===== config.mk =====
export PLATFORM = sky130hd
export DESIGN_NAME = rr_mux16_arbiter
export DESIGN_NICKNAME = d
export VERILOG_FILES = /design/src/rtl/rr_mux16_arbiter_pkg.sv /design/src/rtl/rr_mux16_arbiter_mux16to1_2.sv /design/src/rtl/rr_mux16_arbiter.sv
export SDC_FILE = /design/constraint.sdc
export NUM_CORES = 1
export LEC_CHECK = 0
export CORE_MARGIN = 8
export CORE_UTILIZATION = 40
export CTS_BUF_LIST = sky130_fd_sc_hd__clkbuf_4 sky130_fd_sc_hd__clkbuf_8
export DETAILED_ROUTE_END_ITERATION = 8
export GPL_ROUTABILITY_DRIVEN = 0
export MAX_ROUTING_LAYER = met4
export PLACE_DENSITY = 0.68
export SYNTH_ARGS = -nofsm -noshare
export SYNTH_HDL_FRONTEND = slang
export SYNTH_SLANG_ARGS = --single-unit

===== constraint.sdc =====
create_clock -name clk -period 5 [get_ports clk]
set_input_delay 1.5 -clock clk [delete_from_list [all_inputs] [get_ports clk]]
set_output_delay 1.5 -clock clk [all_outputs]
set_load 0.01 [all_outputs]

===== src/rtl/rr_mux16_arbiter_pkg.sv =====
`default_nettype none
// +----------------------------------------------------------------------+
// | rr_mux16_arbiter_pkg                                                 |
// | Shared sizes and state encoding for the round-robin mux arbiter.     |
// | Revision: 1.0                                                        |
// +----------------------------------------------------------------------+
package rr_mux16_arbiter_pkg;
    localparam int NUM_REQ = 16;
    localparam int SEL_W   = 4;

    localparam logic [0:0] IDLE  = 1'b0;
    localparam logic [0:0] GRANT = 1'b1;

    function automatic logic [NUM_REQ-1:0] onehot(input logic [SEL_W-1:0] idx);
        return NUM_REQ'(1) << idx;
    endfunction
endpackage
`default_nettype wire


===== src/rtl/rr_mux16_arbiter_mux16to1_2.sv =====
`default_nettype none
// +----------------------------------------------------------------------+
// | mux16to1_2                                                           |
// | Shared 1-bit 16:1 mux built as a four-level tree of 2:1 muxes.       |
// | Revision: 1.0                                                        |
// +----------------------------------------------------------------------+
module mux16to1_2
    import rr_mux16_arbiter_pkg::*;
(
    input  logic [SEL_W-1:0]   sel,
    input  logic [NUM_REQ-1:0] din,
    output logic               y
);
    logic [7:0] w_l1;
    logic [3:0] w_l2;
    logic [1:0] w_l3;

    generate
        for (genvar g = 0; g < 8; g++) begin : g_l1
            assign w_l1[g] = sel[0] ? din[2*g+1] : din[2*g];
        end
        for (genvar g = 0; g < 4; g++) begin : g_l2
            assign w_l2[g] = sel[1] ? w_l1[2*g+1] : w_l1[2*g];
        end
        for (genvar g = 0; g < 2; g++) begin : g_l3
            assign w_l3[g] = sel[2] ? w_l2[2*g+1] : w_l2[2*g];
        end
    endgenerate

    assign y = sel[3] ? w_l3[1] : w_l3[0];
endmodule
`default_nettype wire


===== src/rtl/rr_mux16_arbiter.sv =====
`default_nettype none
// +----------------------------------------------------------------------+
// | rr_mux16_arbiter                                                     |
// | Round-robin arbiter with hold limit sharing one 16:1 mux tree.       |
// | Revision: 1.0                                                        |
// +----------------------------------------------------------------------+
module rr_mux16_arbiter
    import rr_mux16_arbiter_pkg::*;
#(
    parameter int MAX_HOLD = 8,
    parameter int CNT_W    = 4
) (
    input  logic               clk,
    input  logic               rst,
    input  logic               en,
    input  logic [NUM_REQ-1:0] req,
    input  logic [NUM_REQ-1:0] din,
    output logic [NUM_REQ-1:0] gnt,
    output logic [SEL_W-1:0]   sel,
    output logic               y,
    output logic               y_valid,
    output logic               busy
);
    localparam logic [CNT_W-1:0] c_LAST_CNT = CNT_W'(MAX_HOLD - 1);

    logic [0:0]         r_state;
    logic [NUM_REQ-1:0] r_gnt;
    logic [SEL_W-1:0]   r_sel;
    logic [SEL_W-1:0]   r_ptr;
    logic [CNT_W-1:0]   r_cnt;

    logic               w_found;
    logic [SEL_W-1:0]   w_winner;
    logic [SEL_W-1:0]   w_idx;
    logic               w_keep;
    logic               w_valid;
    logic               w_mux_y;

    // Scan from the farthest offset down so the nearest set bit to r_ptr is written last.
    always_comb begin
        w_found  = 1'b0;
        w_winner = '0;
        w_idx    = '0;
        for (int i = NUM_REQ - 1; i >= 0; i--) begin
            w_idx = r_ptr + SEL_W'(i);
            if (req[w_idx]) begin
                w_found  = 1'b1;
                w_winner = w_idx;
            end
        end
    end

    assign w_valid = (r_state == GRANT);
    assign w_keep  = w_valid && req[r_sel] && (r_cnt != c_LAST_CNT);

    always_ff @(posedge clk or posedge rst) begin
        if (rst) begin
            r_state <= IDLE;
            r_gnt   <= '0;
            r_sel   <= '0;
            r_ptr   <= '0;
            r_cnt   <= '0;
        end else if (w_keep) begin
            r_cnt <= r_cnt + CNT_W'(1);
        end else if (en && w_found) begin
            r_state <= GRANT;
            r_gnt   <= onehot(w_winner);
            r_sel   <= w_winner;
            r_ptr   <= w_winner + SEL_W'(1);
            r_cnt   <= '0;
        end else begin
            // sel and ptr deliberately hold their values while idle
            r_state <= IDLE;
            r_gnt   <= '0;
            r_cnt   <= '0;
        end
    end

    mux16to1_2 u_mux (
        .sel (r_sel),
        .din (din),
        .y   (w_mux_y)
    );

    assign gnt     = r_gnt;
    assign sel     = r_sel;
    assign y_valid = w_valid;
    assign busy    = w_valid;
    assign y       = w_mux_y & w_valid;
endmodule
`default_nettype wire


---- Yosys cells after proc, flatten, opt, wreduce, memory -nomap -nowiden ----
Index checks and enable logic that the tools add are counted.
word-level totals
  register bits after elaboration ......... 29
  bits in latches ......................... 0
  memory bits (writable) .................. 0
  ROM bits ................................ 0
  input port bits ......................... 35
  memories kept ........................... 0
operators by class
  add/subtract/negate cells ............... 17
  multipliers ............................. 0
  div/mod/pow operators ................... 0
  order comparisons ....................... 17
  equality and inequality tests ........... 1
  shifts and indexed selects .............. 1
  mux-type cells .......................... 84
  bitwise operators ....................... 2
  reduce and logical (&&, ||, !) cells .... 4
operators with widths
  kind                  number
  $lt 4x5->1 const B    17
  $bmux 1 s4            17
  $mux 4                17
  $mux 1                49
  $add 4x4->4 const B   8
  $add 4x3->4 const B   4
  $mux 16               1
  $shl 1x4->16 const A  1
  $add 4x1->4 const B   3
  $add 4x2->4 const B   2
  $ne 4x3->1 const B    1
  $logic_and 1x1->1     3
  $reduce_and 2->1      1
  $and 1x1->1           1
  $not 1->1             1

---- Logic depth before layout (Yosys ltp) ----
  depth in word-level cells ............... 21
  gate-level depth with buffers ........... 18

---- Modules after synthesis ----
From an unflattened synthesis, not the netlist that was laid out.
second synthesis, totals
  cells, all modules ...................... 422
  area total of the unflattened synthesis .. 4152.7 sq um
by module, submodules not included
  module            times used  cells each  area each (sq um)  sequential area each (sq um)
  rr_mux16_arbiter  1           415         4017.6             725.7
  mux16to1_2        1           7           135.1              0.0

---- Least setup slack after synthesis ----
Ideal clock, no wire load.
  path type ............................... flip-flop to flip-flop
  from .................................... register r_ptr[1]
  to ...................................... register r_ptr[2]
  library setup time ...................... 0.130 ns
  data arrival time ....................... 4.126 ns
  slack ................................... 0.744 ns
  cell stages (with the launch flop) ...... 14
  cell sequence ........................... dfrtp_1 buf_1 inv_1 ha_1 buf_1 mux4_2 mux4_2 or3_1 o211a_1 o211a_2 and2b_4 ha_1 nand2_1 o21ai_0
between the ends
  cells in the longest elaborated chain, start to end .. 21
  elaborated cells on any way between the ends .. 82
  those cells by class .................... 16 x add/sub; 64 x mux; 2 x reduce/logical
RTL lines
  element                                                               line                    RTL
  from (decl)                                                           rr_mux16_arbiter.sv:29  logic [SEL_W-1:0] r_ptr;
  from (signal assigned)                                                rr_mux16_arbiter.sv:69  r_ptr <= w_winner + SEL_W'(1);
  parallel branches: the longest is 21 deep, another holds $add 4x4->4  -
Several ways; the timed one is not identified. The select of a mux whose other input is x is not followed.
A chain may end at the register's enable or synchronous reset.

---- Worst setup path after layout ----
  from .................................... input port din[10]
  to ...................................... output port y
between the ends
  cells in the longest elaborated chain, start to end .. 5
RTL lines
  element      line                               RTL
  from (decl)  rr_mux16_arbiter.sv:17             input logic [NUM_REQ-1:0] din,
  $mux 1       rr_mux16_arbiter_mux16to1_2.sv:20  assign w_l1[g] = sel[0] ? din[2*g+1] : din[2*g];
  $mux 1       rr_mux16_arbiter_mux16to1_2.sv:23  assign w_l2[g] = sel[1] ? w_l1[2*g+1] : w_l1[2*g];
  $mux 1       rr_mux16_arbiter_mux16to1_2.sv:26  assign w_l3[g] = sel[2] ? w_l2[2*g+1] : w_l2[2*g];
  $mux 1       rr_mux16_arbiter_mux16to1_2.sv:30  assign y = sel[3] ? w_l3[1] : w_l3[0];
  $and 1x1->1  rr_mux16_arbiter.sv:89             assign y = w_mux_y & w_valid;
  to (decl)    rr_mux16_arbiter.sv:20             output logic y,
Every way passes these cells.

==> run metrics <==
status finished clean; prevailing post-synth register cell dfrtp_1; mapped cell area 3752 sq um; Gate Count Post-Synth approximately 350; fill count 796; largest area contributor in the netlist mux4_2; DRT iter0 DRCs 333; syn_nets 392; Period Utilization, post-route 95.40%; RSZ-0062 raised after global routing no; Final #Nets 453; vias per inst 6.631; Pins Over Slew Limit 0; setup TNS 0 ns; Max Cap Viol 0; register area 725.7 sq um; cts bufs inserted 5; number of global-route vias before repair 3463; worst-path fanout max 1; H-tree depth 2; Via Count approximately 3500; Seq/Total Area, Yosys between 15 and 20%; number of flops mapped to enable cells by yosys 0; Die H approximately 110 microns; Worst path most repeated cell mux4_2; Final Hold Vio Count 0; largest stage delay on the critical path around 0.46 ns; Synth Register Bits 29; PortBufs 57; # Post-CTS Setup Buffers 0; most numerous cell in the Yosys netlist mux4_2; CTS Sinks 29; worst setup path start din[10]; Synth area leaders mux4_2 (26%), dfrtp_1 (19%), mux2i_1 (5.9%); f_max ~0.21 GHz; core footprint 9153 sq um; clk root buf clkbuf_8; Rows 35; Min Clock Period, post-route 4.770 ns; Post-synth top cells mux4_2 (43), dfrtp_1 (29), nand2_1 (26), mux2i_1 (22), o21ai_0 (19); CP required 3.50 ns; R2R Setup Slk 0.84 ns; antenna cells 0; initial antenna violation count 0; Min-Delay Path Class reg2reg; Starting Density around two fifths; top cell type's share of synthesized area 25.81%; largest net degree at the start of global routing 30; die area 12740 sq um; post-DP HPWL 8.609 mm; critical path type in2out; post-synth cell types 73; first-pass GRT wire length roughly 18 mm; Worst Clk Skew 0.003227 ns; Slowest-stage cell, CP mux4_2; Worst R2R End gnt[12]; CP endpoint y; crit end category primary output; setup violation total in the final timing report 0; CP arrival 3.27 ns; fraction of registers with async set or reset after synthesis 100.0%; r2r worst-path depth 12; synthesized area per cell 10.78 sq um; Worst Tran Pin Value roughly 1.2 ns; area occupied by multi-input gates 2849 sq um; CP Cell Sequence clkdlybuf4s50_1, mux4_2, mux4_2, and2_1, dlygate4sd2_1; Clk Latency, worst-skew pair 0.28 ns; CTS max path bufs 2; area grow syn2layout 21.84%; CTS clock-pin slew for the worst setup and hold paths 0.06 ns; Total GRT Usage 17.73%; share of cells above drive strength 1 26.34%; hold buffer count at CTS 0; Final ANT Viol Nets 0; routed length per instance 21.38 microns; Slew HR 22.05%; grt ovf 0; final wirelength approximately 11 mm; Post-CTS Resized 1; Die W 112.9 microns; CP Launch Type primary input; CTS tree built; Top Ports 58; FF-to-FF Start r_ptr[1]; drc violations 0; 1st-pass router iterations 7; warnings from Yosys 0; hold_sp r_cnt[0]
-- final cells by class --
type                    count  area share, %
repair buffers             73          15.08
clock inverters             1         0.1095
multi-input cells         282          62.32
well taps                 111          3.038
inverters                  18          1.478
clock buffers               7          2.107
flip-flops and latches     29          15.87
-- routing by layer --
metal	vias up	GRT usage, %	share of wire, %
met5	-	-	0
met4	0	7.460	3.3
met3	30	2.449	6.9
met2	209	27.89	47
met1	1686	22.54	42
li1	1530	-	-
-- logic make-up after synthesis --
group | Yosys count | share of synthesized area [%]
buffers and inverters | 37 | 4.735
DFF | 29 | 19.34
and+or+nand+nor | 73 | 10.20
xor gates and xnor gates | 13 | 3.635
adders and majority gates | 9 | 3.001
AOI/OAI and AO/OA | 102 | 20.37
muxes | 85 | 38.71
-- cell usage in the layout (no fill, tap or decap), types with 5 or more instances in the layout --
cell type / netlist / layout
a21oi_1: 14 / 14
a22o_1: 12 / 12
a31oi_1: 5 / 5
buf_4: 1 / 16
clkbuf_8: 0 / 7
clkdlybuf4s50_1: 0 / 56
dfrtp_1: 29 / 29
ha_1: 9 / 9
inv_1: 12 / 12
mux2_2: 15 / 15
mux2i_1: 22 / 22
mux4_2: 43 / 43
nand2_1: 26 / 26
nand3_1: 8 / 8
nor2_1: 9 / 9
nor3_1: 7 / 7
o211ai_1: 5 / 5
o21ai_0: 19 / 19
o22ai_1: 5 / 5
xnor2_1: 9 / 9
-- flip-flops by register name, indices dropped and copies added, names as in the netlist --
name   count
busy       1
gnt       16
r_cnt      4
r_ptr      4
sel        4
-- worst min path at each step --
| stage | end | cells after the start |
|---|---|---|
| floorplan | r_cnt[0] | 1 |
| global placement | r_cnt[0] | 1 |
| detailed placement | r_cnt[0] | 1 |
| CTS | r_cnt[0] | 1 |
| global route | r_cnt[0] | 1 |
| finish | r_cnt[0] | 1 |
-- critical path, delay by kind of cell --
kind	cells	cell delay, ns
buffers and inverters	2	0.71
AND/OR/NAND/NOR	1	0.16
multiplexers	2	0.90
-- per-stage QoR --
stage | cells | utilization, % | cell area (sq um) | hold WS (ns) | setup WS (ns)
after floorplan | 348 | - | 3752 | 0.4323 | 0.7436
after global placement | 513 | 48.86 | 4472 | 0.4560 | 0.03650
after detailed placement | 513 | 48.86 | 4472 | 0.4653 | 0.01075
after CTS | 521 | 49.95 | 4572 | 0.4734 | 0.2034
after global routing | 521 | 49.95 | 4572 | 0.4968 | 0.1822
final | 521 | 49.95 | 4572 | 0.4657 | 0.2298
Power is left out: the tool's default activity adds up to more than one toggle a clock period on the data nets, which glitch-free logic cannot reach.
